**src/rtl/cpu_isa_pkg.sv**
```systemverilog
// -----------------------------------------------------------------------------
// cpu_isa_pkg
// Shared ISA constants for the CPU control path: opcode / extension fields used
// to recognise branch-class instructions, condition-code encodings and the bit
// positions of each flag in the 5-bit flag vector {C,L,F,Z,N}.
// Also provides a small decode helper that classifies an instruction word by
// how it affects the program counter.
// -----------------------------------------------------------------------------
package cpu_isa_pkg;

    localparam logic [3:0] OP_BCOND  = 4'b1100;
    localparam logic [3:0] OP_EXT4   = 4'b0100;
    localparam logic [3:0] EXT_JCOND = 4'b1100;
    localparam logic [3:0] EXT_JAL   = 4'b1000;

    localparam logic [3:0] COND_EQ = 4'b0000;
    localparam logic [3:0] COND_NE = 4'b0001;
    localparam logic [3:0] COND_CS = 4'b0010;
    localparam logic [3:0] COND_CC = 4'b0011;
    localparam logic [3:0] COND_HI = 4'b0100;
    localparam logic [3:0] COND_LS = 4'b0101;
    localparam logic [3:0] COND_GT = 4'b0110;
    localparam logic [3:0] COND_LE = 4'b0111;
    localparam logic [3:0] COND_FS = 4'b1000;
    localparam logic [3:0] COND_FC = 4'b1001;
    localparam logic [3:0] COND_LO = 4'b1010;
    localparam logic [3:0] COND_HS = 4'b1011;
    localparam logic [3:0] COND_LT = 4'b1100;
    localparam logic [3:0] COND_GE = 4'b1101;
    localparam logic [3:0] COND_UC = 4'b1110;
    localparam logic [3:0] COND_NV = 4'b1111;

    localparam int FLAG_N = 0;
    localparam int FLAG_Z = 1;
    localparam int FLAG_F = 2;
    localparam int FLAG_L = 3;
    localparam int FLAG_C = 4;

    typedef enum logic [1:0] {
        KIND_SEQ   = 2'd0,
        KIND_BCOND = 2'd1,
        KIND_JCOND = 2'd2,
        KIND_JAL   = 2'd3
    } pc_kind_e;

    function automatic pc_kind_e decode_pc_kind(input logic [15:0] instr);
        pc_kind_e kind;
        kind = KIND_SEQ;
        if (instr[15:12] == OP_BCOND) begin
            kind = KIND_BCOND;
        end else if (instr[15:12] == OP_EXT4) begin
            if (instr[7:4] == EXT_JCOND) begin
                kind = KIND_JCOND;
            end else if (instr[7:4] == EXT_JAL) begin
                kind = KIND_JAL;
            end
        end
        return kind;
    endfunction

endpackage

```
**src/rtl/cond_eval.sv**
```systemverilog
// -----------------------------------------------------------------------------
// cond_eval
// Combinational branch-condition evaluator.
// Ports:
//   cond  [3:0]  condition code from instruction[11:8]
//   flags [4:0]  {C,L,F,Z,N}
//   take         1 when the condition holds for the given flags
// -----------------------------------------------------------------------------
module cond_eval
    import cpu_isa_pkg::*;
(
    input  logic [3:0] cond,
    input  logic [4:0] flags,
    output logic       take
);

    logic f_c, f_l, f_f, f_z, f_n;

    assign f_c = flags[FLAG_C];
    assign f_l = flags[FLAG_L];
    assign f_f = flags[FLAG_F];
    assign f_z = flags[FLAG_Z];
    assign f_n = flags[FLAG_N];

    always_comb begin
        take = 1'b0;
        case (cond)
            COND_EQ: take = f_z;
            COND_NE: take = ~f_z;
            COND_CS: take = f_c;
            COND_CC: take = ~f_c;
            COND_HI: take = f_l;
            COND_LS: take = ~f_l;
            COND_GT: take = f_n;
            COND_LE: take = ~f_n;
            COND_FS: take = f_f;
            COND_FC: take = ~f_f;
            COND_LO: take = ~f_l & ~f_z;
            COND_HS: take = f_l | f_z;
            COND_LT: take = ~f_n & ~f_z;
            COND_GE: take = f_n | f_z;
            COND_UC: take = 1'b1;
            COND_NV: take = 1'b0;
            default: take = 1'b0;
        endcase
    end

endmodule

```
**src/rtl/pc_branch_unit.sv**
```systemverilog
// -----------------------------------------------------------------------------
// pc_branch_unit
// Program-counter stage behind the CPU control FSM. On each PC_enable strobe it
// commits the current instruction and selects the next pc: sequential, Bcond
// displacement, Jcond register target or JAL register target (with link).
// Ports:
//   clk, rst        clock (rising edge) and async active-low reset
//   PC_enable       commit strobe from the control FSM
//   instruction     current instruction word
//   flags           {C,L,F,Z,N}
//   rtarget         register-file read of Rtarget
//   pc              current instruction address (registered)
//   link_value      return address captured by JAL
//   link_we         one-cycle pulse after a JAL commit
//   branch_taken    one-cycle pulse after a redirecting commit
//   retired_count   commits since reset (wrapping)
// -----------------------------------------------------------------------------
module pc_branch_unit
    import cpu_isa_pkg::*;
#(
    parameter int                ADDR_W   = 16,
    parameter logic [ADDR_W-1:0] RESET_PC = '0,
    parameter int                CNT_W    = 32
) (
    input  logic              clk,
    input  logic              rst,
    input  logic              PC_enable,
    input  logic [15:0]       instruction,
    input  logic [4:0]        flags,
    input  logic [ADDR_W-1:0] rtarget,
    output logic [ADDR_W-1:0] pc,
    output logic [ADDR_W-1:0] link_value,
    output logic              link_we,
    output logic              branch_taken,
    output logic [CNT_W-1:0]  retired_count
);

    logic [ADDR_W-1:0] pc_q, pc_d;
    logic [ADDR_W-1:0] link_q, link_d;
    logic              link_we_q, link_we_d;
    logic              taken_q, taken_d;
    logic [CNT_W-1:0]  cnt_q, cnt_d;

    logic              cond_take;
    logic [ADDR_W-1:0] pc_seq;
    logic [ADDR_W-1:0] disp_ext;
    pc_kind_e          kind;

    cond_eval u_cond_eval (
        .cond  (instruction[11:8]),
        .flags (flags),
        .take  (cond_take)
    );

    assign kind     = decode_pc_kind(instruction);
    assign pc_seq   = pc_q + 1'b1;
    assign disp_ext = {{(ADDR_W-8){instruction[7]}}, instruction[7:0]};

    // Pulses default low so they last exactly one cycle after the commit.
    always_comb begin
        pc_d      = pc_q;
        link_d    = link_q;
        link_we_d = 1'b0;
        taken_d   = 1'b0;
        cnt_d     = cnt_q;
        if (PC_enable) begin
            cnt_d = cnt_q + 1'b1;
            pc_d  = pc_seq;
            case (kind)
                KIND_BCOND: begin
                    if (cond_take) begin
                        pc_d    = pc_q + disp_ext;
                        taken_d = 1'b1;
                    end
                end
                KIND_JCOND: begin
                    if (cond_take) begin
                        pc_d    = rtarget;
                        taken_d = 1'b1;
                    end
                end
                KIND_JAL: begin
                    pc_d      = rtarget;
                    link_d    = pc_seq;
                    link_we_d = 1'b1;
                    taken_d   = 1'b1;
                end
                default: ;
            endcase
        end
    end

    always_ff @(posedge clk or negedge rst) begin
        if (!rst) begin
            pc_q      <= RESET_PC;
            link_q    <= '0;
            link_we_q <= 1'b0;
            taken_q   <= 1'b0;
            cnt_q     <= '0;
        end else begin
            pc_q      <= pc_d;
            link_q    <= link_d;
            link_we_q <= link_we_d;
            taken_q   <= taken_d;
            cnt_q     <= cnt_d;
        end
    end

    assign pc            = pc_q;
    assign link_value    = link_q;
    assign link_we       = link_we_q;
    assign branch_taken  = taken_q;
    assign retired_count = cnt_q;

endmodule

```
**config.mk**
```make
export PLATFORM = sky130hd
export DESIGN_NAME = pc_branch_unit
export DESIGN_NICKNAME = d
export VERILOG_FILES = /design/src/rtl/cpu_isa_pkg.sv /design/src/rtl/cond_eval.sv /design/src/rtl/pc_branch_unit.sv
export SDC_FILE = /design/constraint.sdc
export NUM_CORES = 1
export LEC_CHECK = 0
export CAP_MARGIN = 20
export CELL_PAD_IN_SITES_DETAIL_PLACEMENT = 0
export CELL_PAD_IN_SITES_GLOBAL_PLACEMENT = 2
export CORE_UTILIZATION = 32
export DETAILED_ROUTE_END_ITERATION = 12
export GPL_TIMING_DRIVEN = 0
export PLACE_DENSITY_LB_ADDON = 0.15
export SYNTH_ARGS = -nofsm -noshare
export SYNTH_HDL_FRONTEND = slang
export SYNTH_SLANG_ARGS = --single-unit
```
**constraint.sdc**
```tcl
create_clock -name clk -period 3.75 [get_ports clk]
set_clock_uncertainty 0.1 [all_clocks]
set_input_delay 1.125 -clock clk [delete_from_list [all_inputs] [get_ports clk]]
set_output_delay 1.125 -clock clk [all_outputs]
set_load 0.03 [all_outputs]
```
Word-level counts from Yosys, hierarchy flattened:

Cells that the tools add are included.

* add/sub/neg operators: 3
* equality and inequality tests: 22
* mux-type cells: 13
* bitwise gates (word level): 9
* reduce and logical (&&, ||, !) cells: 3

Operators by type and width (number)
* one-hot mux 16 bit (3 select lines): 1
* equality test 4 bit, second input constant: 11
* adder 32 x 1 -> 32 bit, second input constant: 1
* 2-to-1 mux 16 bit: 2
* equality test 4 x 3 -> 1 bit, second input constant: 5
* adder 16 x 1 -> 16 bit, second input constant: 1
* adder 16 bit: 1
* one-hot mux 1 bit (16 select lines): 1
* equality test 4 x 2 -> 1 bit, second input constant: 2
* 2-to-1 mux 2 bit: 4
* inverter 1 bit: 5
* equality test 2 bit, second input constant: 2
* equality test 4 x 1 -> 1 bit, second input constant: 1
* logical NOT 4 bit: 1
* 2-to-1 mux 1 bit: 4
* AND 1 bit: 2
* equality test 2 x 1 -> 1 bit, second input constant: 1
* OR 1 bit: 2
* one-hot mux 1 bit (2 select lines): 1
* AND reduction 2 bit: 1
* OR reduction 2 bit: 1

* register bits: 66
* input bits: 40
* output and inout port bits: 66
* word-level logic and storage cells: 55

Depth between registers and ports, before layout:

Gate-level depths: netlist of run 1.

* depth after elaboration: 9
* mapped depth: 15
* depth with buffers taken out: 13

Cells and area by module:

Synthesis of run 1 repeated with hierarchy kept, for this count alone.

* cell total of the unflattened synthesis: 488
* area, all modules: 4465.5 µm²

Modules (own cells, without submodules)
* pc_branch_unit: instances 1, cells an instance 465, area an instance 4281.6 µm², sequential area each 1651.6 µm²
* cond_eval: instances 1, cells an instance 23, area an instance 183.9 µm², sequential area each 0.0 µm²

Worst setup path after synthesis of run 1:

No wires, ideal clock.

* kind: input to register
* from: in instruction[13]
* to: reg pc_q[7] (netlist: pc[7])
* library setup time: 0.126 ns
* arrival time: 2.820 ns
* required time: 3.524 ns
* path slack: 0.705 ns
* stages: 12
* buffers on the path: 2
* cells stage by stage: nor2_1 > nand2_1 > or3_1 > ha_1 > clkbuf_1 > inv_1 > nand2_1 > clkbuf_1 > a21oi_1 > o21ai_0 > a21oi_1 > a21oi_1

* cells in the longest elaborated chain, start to end: 5
* elaborated cells between the ends (all ways): 8
* those cells by class: eq/ne (5); mux (3)

RTL lines
* start, declared: line pc_branch_unit.sv:28 `input logic [15:0] instruction,`
* equality test 4 x 3 -> 1 bit: line cpu_isa_pkg.sv:51 `end else if (instr[15:12] == OP_EXT4) begin`
* 2-to-1 mux 2 bit: line cpu_isa_pkg.sv:51
* 2-to-1 mux 2 bit *: line cpu_isa_pkg.sv:49 `if (instr[15:12] == OP_BCOND) begin`
* equality test 2 bit / equality test 2 x 1 -> 1 bit (equally long branches): line pc_branch_unit.sv:69 `case (kind)`
* one-hot mux 16 bit (3 select lines) *: line pc_branch_unit.sv:69
* end signal, assigned: line pc_branch_unit.sv:101 `pc_q <= pc_d;`
* end, declared: line pc_branch_unit.sv:38 `logic [ADDR_W-1:0] pc_q, pc_d;`

Every way passes the cells marked *; elsewhere a longest branch is shown, timed or not.
A chain may end at the register's enable or synchronous reset.

Worst setup path after layout of run 1:

* from: in instruction[4]
* to: reg pc_q[7] (netlist: pc[7])

* cells in the longest elaborated chain, start to end: 7
* elaborated cells between the ends (all ways): 12
* those cells by class: add/sub (1); eq/ne (5); mux (6)

RTL lines (line)
* branches (longest 6 deep; another with adder 16 bit)
* one-hot mux 16 bit (3 select lines) *: pc_branch_unit.sv:69

Every way passes the cells marked *.

==> key figures, run 1 <==
Synthesis
  – Post-Syn Instances: 502
  – Top FF cell, synth: dfrtp_1
  – Mux share of post-synthesis cell area: 1.64%
  – Syn_area_per_cell: 8.84 um^2
  – #FFs+latches synth: 66
  – Largest family of logic cells by synthesized area: simple AND/OR/NAND/NOR gates
  – Adder-Cell Fraction of Synth Area: 6.37%
  – Post-Synth Simple-Gate Area: 22.1%
  – Sequential share of the synthesized area: 37.2%
  – Synth Area in XOR/XNOR: a little under an eighth
  – Unique masters post-synth: 61
  – Number of synthesized flops with an enable pin: 0
  – Ys async rst share: 100%
  – Cell Area, Synth: around 0.0044 mm^2
  – Compound-Gate Fraction of Synth Area: 17.3%
  – Ys Warns: 0
  – Post-Syn Nets: 564

Setup path
  – Slowest stage cell, crit path: clkdlybuf4s50_1
  – CP Cell Sequence: clkdlybuf4s50_1, nor2_1, nand2_1, nor2_1, nor2_1, nor2_1, inv_1, ha_1, inv_2, nand2_1, clkbuf_2, a21oi_1, o21ai_0, a21oi_1, a21oi_1
  – Flop2flop setup slack: 0.91 ns
  – Crit path capture type: register
  – Worst Setup EP: pc[7]
  – WS Path Type: input port to register
  – Worst endpoint required time: 3.86 ns
  – Critical path peak fanout: 10
  – Max incr delay on CP: roughly 0.43 ns
  – Arr. time, crit path: 3.67 ns
  – Worst Setup SP: instruction[4]
  – R2R depth: 10
  – R2r startpoint: pc[0]
  – Critical Path Source Type: input port
  – CP delay by family, top: buffers and inverters
  – Levels on crit path: 15
  – FF-to-FF End: pc[14]
  – CP Buf/Inv Count: 4
  – CP most frequent cell: nor2_1

Hold path
  – Worst Hold Class: register to register

Drt
  – DR WL met2: between 6 and 7 mm
  – M1 WL: 6.17 mm
  – Top layer used by detailed routing: met4
  – Vias: 4,107
  – Number of remaining DRC errors: 0
  – Drt pass-1 iters: 4
  – Final antenna-violating net count: 0
  – Vias per cell: 5.15
  – Wire length on met3: 842 um
  – Initial DRC count: 256
  – Total wire length: 13.3 mm
  – Drt wl/cell: 16.6 um

Cells and area
  – Ant diodes: 0
  – Most frequent cells in the layout: clkdlybuf4s50_1 (103), nand2_1 (72), dfrtp_1 (66)
  – Fin util: 45.0%
  – Layout net count: 679
  – Leading cell type in the layout, fill and taps excluded: clkdlybuf4s50_1
  – Syn-to-layout area delta: 35.8%
  – Share of cells above drive strength 1: under 10%
  – Post-route cell area: 0.00603 mm^2

Die
  – Die Y: 120 um
  – I/O pin total: 106
  – Rows: between 40 and 50
  – Die ar.: 0.0143 mm^2
  – DIE WIDTH: 120 um
  – CORE AREA: roughly 0.013 mm^2
  – Starting Density: 33.1%

Timing
  – Max_slew headroom: between 40 and 50%
  – Post-layout minimum cycle time: 3.56 ns
  – Final period utilization: 95.0%
  – Worst-margin pin slew: 0.868 ns
  – RSZ-0062 raised after global routing: no
  – FMAX: 281 MHz
  – Fin Setup TNS: 0 ns
  – Max Slew Vio Count: 0
  – Setup violators final: 0
  – Final hold viol count: 0

Placement
  – Port buffer count: 105
  – Cell Area, Placed: 0.00571 mm^2
  – DPL Wire Length: 10.2 mm
  – GPL Wtd Cong: 0.828

Global routing
  – First-pass GRT wire length: 21.7 mm
  – Initial antenna violation count: 0
  – Grt total ovfl: 0
  – Vias in the first global route: 4,123
  – Largest net degree at the start of global routing: 67
  – Overall routing resource usage: between 10% and 20%

Power
  – Int Pwr: 0.00192 W
  – Combinational share of power: 39.7%
  – Switching Power: 0.00119 W
  – Total leakage power: between 2 and 3 nW
  – Total power: 0.00312 W
  – Power per Cell Area: 517 mW/mm^2
  – Clock network power share: 29.4%
  – Net Sw Frac: 38.3%
  – Power share of the sequential group: between 30% and 40%
  – VDD IR-drop max: 0.000236 V

Clock tree
  – Num CTS Buffers: 9
  – CTS tree: built
  – Clock Latency Late Sink: 0.33 ns
  – Root Buffer: clkbuf_16
  – Sinks on Clock Net: 66
  – # resized after CTS: 2
  – Clock Path Buffers: 2
  – Hold_buf cts: 0
  – Setup Fix Bufs, Post-CTS: 0
  – Clock transition at the registers of the reported paths: 0.06 ns
  – CTS H-Tree Depth: 3

Flow run
  – Max-cap violations: 0

Status
  – Outcome: finished, final reports clean
-- power groups by stage --
stage                     clock, W  combinational, W  sequential (W)
after CTS                 0.000936           0.00124        0.000961
after global placement           0           0.00123        0.000973
after floorplan                  0          0.000651         0.00109
final                     0.000915           0.00124        0.000964
after detailed placement         0           0.00124        0.000973
after global routing      0.000970           0.00135        0.000980
-- sequential cells by signal (all words and copies together) (netlist names) --
signal         cells
link_we            1
pc                16
link_value        16
retired_count     32
branch_taken       1
-- cell families (layout without fill, tap and decap cells) --
group                      count (synthesis)  after routing
muxes                                      6              6
AOI/OAI and AO/OA                        116            116
buffers and inverters                     33            153
DFF                                       66             66
xor gates and xnor gates                  60             60
adders and majority gates                 22             22
and+or+nand+nor                          199            199
-- metrics by stage --
step | std cells | setup slack, ns | hold slack, ns
after floorplan | 502 | 0.705 | 0.550
after global placement | 783 | -0.872 | 0.360
after detailed placement | 783 | -0.662 | 0.361
after CTS | 799 | 0.0278 | 0.373
after global routing | 798 | 0.00209 | 0.393
final | 798 | 0.189 | 0.369
-- layout make-up --
| type | instances | area, um^2 |
|---|---|---|
| Fill cell | 1328 | 7370 |
| Multi-Input combinational cell | 403 | 2630 |
| Buffer | 16 | 96.3 |
| Tap cell | 176 | 220 |
| Clock buffer | 11 | 243 |
| Timing Repair Buffer | 105 | 1050 |
| Sequential cell | 66 | 1650 |
| Clock inverter | 5 | 77.6 |
| Inverter | 16 | 60.1 |
-- cells in the mapped netlist (2+ instances only) --
| library cell | count | share of area (%) |
|---|---|---|
| xnor2_1 | 39 | 7.7 |
| a211oi_1 | 2 | 0.34 |
| o21bai_1 | 2 | 0.34 |
| or3_1 | 3 | 0.42 |
| dfrtp_1 | 66 | 37 |
| a21oi_1 | 30 | 3.4 |
| o21a_1 | 4 | 0.68 |
| o31ai_1 | 3 | 0.51 |
| o21ai_0 | 27 | 3.0 |
| a221oi_2 | 2 | 0.68 |
| xor2_1 | 21 | 4.1 |
| mux2i_1 | 2 | 0.45 |
| ha_1 | 21 | 5.9 |
| nor2_1 | 35 | 3.0 |
| nand3_1 | 37 | 4.2 |
| nand4_1 | 12 | 1.7 |
| a21boi_0 | 2 | 0.34 |
| a31oi_1 | 8 | 1.1 |
| nor3b_1 | 2 | 0.34 |
| o211ai_1 | 15 | 2.5 |
| nor3_1 | 6 | 0.68 |
| nand2_1 | 72 | 6.1 |
| and3_1 | 9 | 1.3 |
| mux2_4 | 2 | 0.68 |
| inv_1 | 16 | 1.4 |
| o22ai_1 | 6 | 0.85 |
| mux2_2 | 2 | 0.51 |
| nand2b_1 | 4 | 0.56 |
| and4_1 | 5 | 0.99 |
| buf_2 | 2 | 0.23 |
| a21o_1 | 3 | 0.51 |
| clkbuf_1 | 11 | 0.93 |
| a22oi_1 | 2 | 0.34 |
| and2_1 | 2 | 0.28 |
-- worst register-to-register path, stage by stage (launching register included) --
cell and delay (ns):
dfrtp_1 0.50, ha_1 0.30, inv_1 0.07, fa_1 0.39, nand2b_1 0.18, a21oi_1 0.19
o21ai_1 0.22, o2111a_1 0.33, o21a_1 0.17, o21ai_1 0.19, a21oi_1 0.09
-- worst min-delay path by stage --
stage | slack (ns) | cells after the start | from | end
global route | 0.39 | 1 | retired_count[31] | retired_count[31]
CTS | 0.37 | 1 | retired_count[31] | retired_count[31]
global placement | 0.36 | 2 | link_value[1] | link_value[1]
floorplan | 0.55 | 2 | link_value[1] | link_value[1]
finish | 0.37 | 1 | retired_count[31] | retired_count[31]
detailed placement | 0.36 | 1 | retired_count[31] | retired_count[31]
-- routing by layer --
metal | up-vias | track usage, %
met5 | - | 0
met4 | 0 | 7.97
met3 | 16 | 3.14
met2 | 142 | 30.5
met1 | 1922 | 26.5
li1 | 2027 | -
Note: power is estimated with default switching activity, not from simulation.
==> run 2, diff against run 1 <==
--- a/config.mk
+++ b/config.mk
@@ -8,7 +8,7 @@
 export CAP_MARGIN = 20
 export CELL_PAD_IN_SITES_DETAIL_PLACEMENT = 0
 export CELL_PAD_IN_SITES_GLOBAL_PLACEMENT = 2
-export CORE_UTILIZATION = 32
+export CORE_UTILIZATION = 27
 export DETAILED_ROUTE_END_ITERATION = 12
 export GPL_TIMING_DRIVEN = 0
 export PLACE_DENSITY_LB_ADDON = 0.15
==> constraint.sdc (replaced) <==
create_clock -name clk -period 2.9 [get_ports clk]
set_clock_uncertainty 0.1 [all_clocks]
set_input_delay 0.87 -clock clk [delete_from_list [all_inputs] [get_ports clk]]
set_output_delay 0.87 -clock clk [all_outputs]
set_load 0.01 [all_outputs]
==> run 2 against run 1 <==
  * Critical path depth decreased by 4
  * Highest routed layer unchanged
  * Clock power grew 19%
  * Utilization decreased by 5.1 points
==> key figures, run 2 (synthesis results as in run 1) <==
Global routing
  – Overall routing resource usage: 17.5% (-1.9 points)
  – Global routing usage on met1: 23.9% (-2.6 points)
  – Busiest grt layer: met2
  – First-pass GRT wire length: 22.4 mm (+3.3%)
  – Met2 Usage GRT: 27.6% (-2.9 points)
  – GR Layer Usage met3: 3.40% (+0.27 points)
  – Largest net degree at the start of global routing: 67 (unchanged)
  – Initial antenna violation count: 0 (unchanged)
  – Vias in the first global route: 4,151 (+0.68%)
  – Grt total ovfl: 0 (unchanged)

Clock tree
  – Clock Path Buffers: 2 (unchanged)
  – Clock transition at the registers of the reported paths: 0.06 ns (about the same)
  – Root Buffer: clkbuf_16
  – CTS tree: built
  – Sinks on Clock Net: 66 (unchanged)
  – CTS H-Tree Depth: 3 (unchanged)
  – Clock Latency Late Sink: 0.33 ns (about the same)
  – Num CTS Buffers: 9 (unchanged)

Setup path
  – Critical Path Source Type: input port
  – Flop2flop setup slack: 0.29 ns (-0.62 ns)
  – Arr. time, crit path: 2.91 ns (-0.76 ns)
  – Crit path capture type: register
  – WS Path Type: input port to register
  – Max incr delay on CP: 0.42 ns (about the same)
  – CP Buf/Inv Count: 2 (-2)
  – FF-to-FF End: pc[14]
  – CP Cell Sequence: clkdlybuf4s50_1, nor2_1, nand2_1, or3_4, ha_4, nor2_4, inv_2, a31oi_4, nor3_2, a31oi_1, o221ai_1
  – CP delay by family, top: simple AND/OR/NAND/NOR gates
  – Slowest stage cell, crit path: or3_4
  – R2r startpoint: pc[0]
  – Critical path peak fanout: 5 (-5)
  – Worst endpoint required time: 2.99 ns (-0.87 ns)
  – R2R depth: 10 (unchanged)

Timing
  – Max Slew Vio Count: 0 (unchanged)
  – Max_slew headroom: 41.4% (-0.72 points)
  – Worst-margin pin slew: 0.879 ns (+0.0108 ns)
  – RSZ-0062 raised after global routing: no
  – Post-layout minimum cycle time: 2.81 ns
  – FMAX: 356 MHz
  – Final hold viol count: 0 (unchanged)
  – Final period utilization: 97.0%
  – Setup violators final: 0 (unchanged)

Power
  – Total power: 0.00393 W (+26%)
  – VDD IR-drop max: 0.000209 V (-11%)
  – Power per Cell Area: 617 mW/mm^2 (+19%)
  – Total leakage power: 2.62 nW (+4.1%)

Die
  – CORE AREA: 0.0159 mm^2 (+19%)
  – Starting Density: 27.8% (-5.3 points)
  – Die ar.: 0.0170 mm^2 (+18%)
  – I/O pin total: 106 (unchanged)
  – Rows: 46 (+9.5%)
  – Die Y: 130 um (+8.7%)
  – DIE WIDTH: 130 um (+8.7%)

Placement
  – GPL Wtd Cong: 0.816 (-1.4%)
  – Port buffer count: 105 (unchanged)
  – Placed cells: 823 (+5.1%)
  – DPL Wire Length: 10.8 mm (+5.4%)

Drt
  – Final antenna-violating net count: 0 (unchanged)
  – Vias per cell: 4.95 (-3.8%)
  – Total wire length: 14.2 mm (+7.2%)
  – Number of remaining DRC errors: 0 (unchanged)
  – Drt wl/cell: 16.8 um (+1.1%)
  – Drt pass-1 iters: 5 (+1)
  – Vias: 4,188 (+2.0%)
  – Initial DRC count: 264 (+3.1%)

Hold path
  – Hold Path Sink: retired_count[31]
  – Hold Path Depth: 1 (unchanged)
  – Worst Hold Class: register to register
  – Hold Path Origin: retired_count[31]

Cells and area
  – Leading cell type in the layout, fill and taps excluded: clkdlybuf4s50_1
  – Max reg flops: 32 (unchanged)
  – Ant diodes: 0 (unchanged)
  – Most frequent cells in the layout: clkdlybuf4s50_1 (98), nand2_1 (70), dfrtp_1 (66)
  – Share of cells above drive strength 1: 14.1% (+7.1 points)
  – Non-Filler Instances: 846 (+6.0%)
  – Fin util: 39.9% (-5.1 points)
  – Syn-to-layout area delta: 43.4%
  – Layout net count: 688 (+1.3%)

Flow run
  – Max-cap violations: 0 (unchanged)

Status
  – Outcome: finished, final reports clean
-- run 2: cell types whose count changed in the layout (fill, tap and decap cells not counted), moves of 3 or more --
cell and delta:
buf_4 +11, o21ai_0 -3, nor3_1 -3, inv_2 +3, ha_4 +6, clkbuf_1 -4, nor2_1 -3, clkdlybuf4s50_1 -5
inv_1 -4, nor3_2 +3, ha_1 -8, dlymetal6s2s_1 +3
-- run 2: what timing repair did --
item,CTS,global route
buffers inserted,3,7
pin swaps,9,13
gates resized for setup,42,42
hold buffers,0,0
gates cloned,0,0
endpoints found under the setup margin,34,35
-- run 2: layout make-up --
type / instances / area [um^2]
sequential: 66 / 1650
timing repair buffer: 115 / 1120
inverter: 16 / 62.6
clock inverter: 3 / 40.0
fill: 1617 / 9580
tap: 216 / 270
buffer: 15 / 124
clock buffer: 12 / 246
multi-input combinational: 403 / 2850
-- run 2: worst max path at each step --
stage,from,to,depth (start not counted)
finish,instruction[13],pc[6],11
global route,flags[1],pc[7],10
CTS,instruction[4],pc[6],14
detailed placement,instruction[7],pc[3],14
global placement,rst,pc[13],1
floorplan,instruction[13],pc[7],12
-- run 2: layer usage --
metal / wire length [um] / vias to the layer above
met2: 6350 / 147
met4: 241 / 0
met3: 710 / 16
li1: - / 2042
met5: 0 / -
met1: 6940 / 1983
-- run 2: power by group --
group	leakage, nW	internal, W	switching, W
logic	1.60	0.000763	0.000825
clock network	0.142	0.000682	0.000403
registers	0.873	0.00103	0.000220
total	2.62	0.00248	0.00145
-- run 2: per-stage QoR --
step / TNS [ns] / hold WS [ns] / setup WS, ns / instance area (um^2)
floorplan: 0 / 0.407 / 0.110 / 4440
global placement: -140.47 / 0.363 / -1.57 / 5760
detailed placement: -37.45 / 0.367 / -1.41 / 5760
CTS: -0.00942 / 0.377 / -0.00942 / 6190
global route: 0 / 0.404 / 0.0114 / 6370
finish: 0 / 0.370 / 0.0881 / 6370
-- run 2: worst reg2reg max path: stages, from the launching register on --
cell	delay [ns]
dfrtp_1	0.53
ha_2	0.31
inv_2	0.06
fa_2	0.38
nand2b_4	0.16
a21oi_4	0.19
o21ai_4	0.09
o2111a_1	0.27
o21a_1	0.19
o21ai_2	0.14
a21oi_1	0.08
==> run 3, diff against run 2 <==
--- a/config.mk
+++ b/config.mk
@@ -8,7 +8,7 @@
 export CAP_MARGIN = 20
 export CELL_PAD_IN_SITES_DETAIL_PLACEMENT = 0
 export CELL_PAD_IN_SITES_GLOBAL_PLACEMENT = 2
-export CORE_UTILIZATION = 27
+export CORE_UTILIZATION = 32
 export DETAILED_ROUTE_END_ITERATION = 12
 export GPL_TIMING_DRIVEN = 0
 export PLACE_DENSITY_LB_ADDON = 0.15
==> constraint.sdc (replaced) <==
create_clock -name clk -period 3.4 [get_ports clk]
set_clock_uncertainty 0.1 [all_clocks]
set_input_delay 1.02 -clock clk [delete_from_list [all_inputs] [get_ports clk]]
set_output_delay 1.02 -clock clk [all_outputs]
set_load 0.01 [all_outputs]
==> run 3 against run 2 <==
  * Sequential power is 15% lower
  * Final cell count is 5.8% lower
  * Sequential share of layout area is 1.3 points higher
  * Critical path depth stayed put
  * Non-clock buffer count is 10 lower
  * Combinational power is 23% lower
  * Worst setup slack better by 0.018 ns
  * Die area is 15% lower
  * Register-to-register slack better by 0.42 ns
  * Design area is 4.8% lower
  * Power is 16% lower
  * Critical endpoint is now pc[14]
==> key figures, run 3 (synthesis results as in run 1) <==
Flow run
  – Max-cap violations: 0 (unchanged)

Clock tree
  – Hold_buf cts: 0 (unchanged)
  – Sinks on Clock Net: 66 (unchanged)
  – Clock Path Buffers: 2 (unchanged)
  – Root Buffer: clkbuf_16
  – Clock transition at the registers of the reported paths: 0.05 ns (about the same)
  – CTS tree: built
  – Clock Latency Late Sink: 0.33 ns (about the same)
  – CTS H-Tree Depth: 3 (unchanged)
  – Num CTS Buffers: 9 (unchanged)

Cells and area
  – Syn-to-layout area delta: 36.6%
  – Leading cell type in the layout, fill and taps excluded: clkdlybuf4s50_1
  – Layout net count: 678 (-1.5%)
  – Multi-input gate area: 0.00267 mm^2 (-6.3%)
  – Post-route cell area: 0.00606 mm^2 (-4.8%)
  – Ant diodes: 0 (unchanged)
  – Most frequent cells in the layout: clkdlybuf4s50_1 (103), nand2_1 (71), dfrtp_1 (66)
  – Reg area: 0.00165 mm^2 (unchanged)
  – Share of cells above drive strength 1: 8.53% (-5.6 points)
  – Filler cell count: 1,321 (-18%)
  – Max reg flops: 32 (unchanged)

Global routing
  – Overall routing resource usage: 19.5% (+2.0 points)
  – Largest net degree at the start of global routing: 67 (unchanged)
  – Initial antenna violation count: 0 (unchanged)
  – First-pass GRT wire length: 21.7 mm (-2.9%)
  – Vias in the first global route: 4,130 (-0.51%)
  – Grt total ovfl: 0 (unchanged)

Drt
  – Drt wl/cell: 16.8 um (-0.41%)
  – Number of remaining DRC errors: 0 (unchanged)
  – Vias per cell: 5.14 (+3.8%)
  – Total wire length: 13.4 mm (-6.2%)
  – Drt pass-1 iters: 4 (-1)
  – Initial DRC count: 307 (+16%)
  – Final antenna-violating net count: 0 (unchanged)
  – Vias: 4,094 (-2.2%)

Setup path
  – Arr. time, crit path: 3.41 ns (+0.50 ns)
  – Crit path capture type: register
  – Critical Path Source Type: input port
  – WS Path Type: input port to register
  – Critical path peak fanout: 5 (unchanged)
  – Worst endpoint required time: 3.51 ns (+0.52 ns)
  – Worst Setup SP: instruction[0]
  – R2r startpoint: pc[0]

Power
  – Total leakage power: 2.51 nW (-3.9%)
  – VDD IR-drop max: 0.000259 V (+24%)
  – Power per Cell Area: 545 mW/mm^2 (-12%)

Die
  – DIE WIDTH: 120 um (-8.0%)
  – Starting Density: 33.1% (+5.3 points)
  – Die ar.: 0.0143 mm^2 (-15%)
  – I/O pin total: 106 (unchanged)
  – CORE AREA: 0.0134 mm^2 (-16%)
  – Rows: 42 (-8.7%)
  – Die Y: 120 um (-8.0%)

Timing
  – Post-layout minimum cycle time: 3.29 ns
  – Max_slew headroom: 42.1% (+0.71 points)
  – Max Slew Vio Count: 0 (unchanged)
  – WHS: 0.369 ns (-0.00154 ns)
  – Final hold viol count: 0 (unchanged)
  – RSZ-0062 raised after global routing: no
  – FMAX: between 300 and 400 MHz
  – Worst-margin pin slew: 0.868 ns (-0.0107 ns)
  – Setup violators final: 0 (unchanged)
  – Final period utilization: 96.9%

Placement
  – DPL Wire Length: 10.2 mm (-5.1%)
  – Cell Area, Placed: 0.00571 mm^2 (-0.87%)
  – GPL Wtd Cong: 0.828 (+1.4%)
  – Port buffer count: 105 (unchanged)

Status
  – Outcome: finished, final reports clean

Hold path
  – Worst Hold Class: register to register
  – Hold Path Origin: retired_count[31]
==> run 3: metrics by stage <==
| stage | utilization (%) | TNS (ns) | cells | setup slack (ns) | total power [W] |
|---|---|---|---|---|---|
| after global placement | 42.6 | -93.03 | 783 | -1.12 | 0.00228 |
| after global routing | 45.2 | 0 | 797 | 0.0104 | 0.00351 |
| after detailed placement | 42.6 | -20.14 | 783 | -0.907 | 0.00229 |
| final | 45.2 | 0 | 797 | 0.106 | 0.00330 |
| after floorplan | - | 0 | 502 | 0.460 | 0.00178 |
| after CTS | 45.0 | 0 | 798 | 0.00675 | 0.00332 |
==> run 3: cell type report <==
class	instances	area share [%]
sequential	66	27.2
clock inverter	5	1.28
tap	176	3.63
inverter	16	0.991
buffer	15	1.55
multi-input combinational	403	44.0
timing repair buffer	105	17.3
clock buffer	11	4.00
==> run 3: worst max-delay path, cell delays in order <==
cell and delay (ns):
clkdlybuf4s50_1 0.48, ha_2 0.22, inv_1 0.06, fa_1 0.38
nand2b_1 0.19, a21oi_2 0.18, o21ai_2 0.13, o2111a_1 0.29
o21a_1 0.18, o21ai_2 0.17, a21oi_1 0.08
==> run 3: layer usage <==
layer / GRT usage, % / wire length [um]
met5: 0 / 0
met1: 26.6 / 6330
met4: 7.89 / 199
met3: 3.14 / 768
met2: 30.7 / 6060
==> run 3: final timing paths <==
check	slack, ns	end	cells after the start
max in group asynchronous	1.92	link_value[12]	1
max	0.11	pc[14]	11
min in group asynchronous	0.70	retired_count[6]	1
min	0.37	retired_count[31]	1
max reg2reg	0.71	pc[14]	10
min reg2reg	0.37	retired_count[31]	1
==> run 3: report_power, final <==
part	switching, W	internal [W]	total, W	leakage, nW
registers	0.000179	0.000882	0.00106	0.873
logic	0.000649	0.000584	0.00123	1.48
clock network	0.000348	0.000660	0.00101	0.156
total	0.00118	0.00213	0.00330	2.51
==> run 3: timing repair <==
| action | in CTS | in global routing |
|---|---|---|
| setup buffers | 0 | 0 |
| setup endpoints to repair | 33 | 23 |
| gates resized for setup | 9 | 10 |
| pin swaps | 0 | 0 |
| cloned | 0 | 0 |
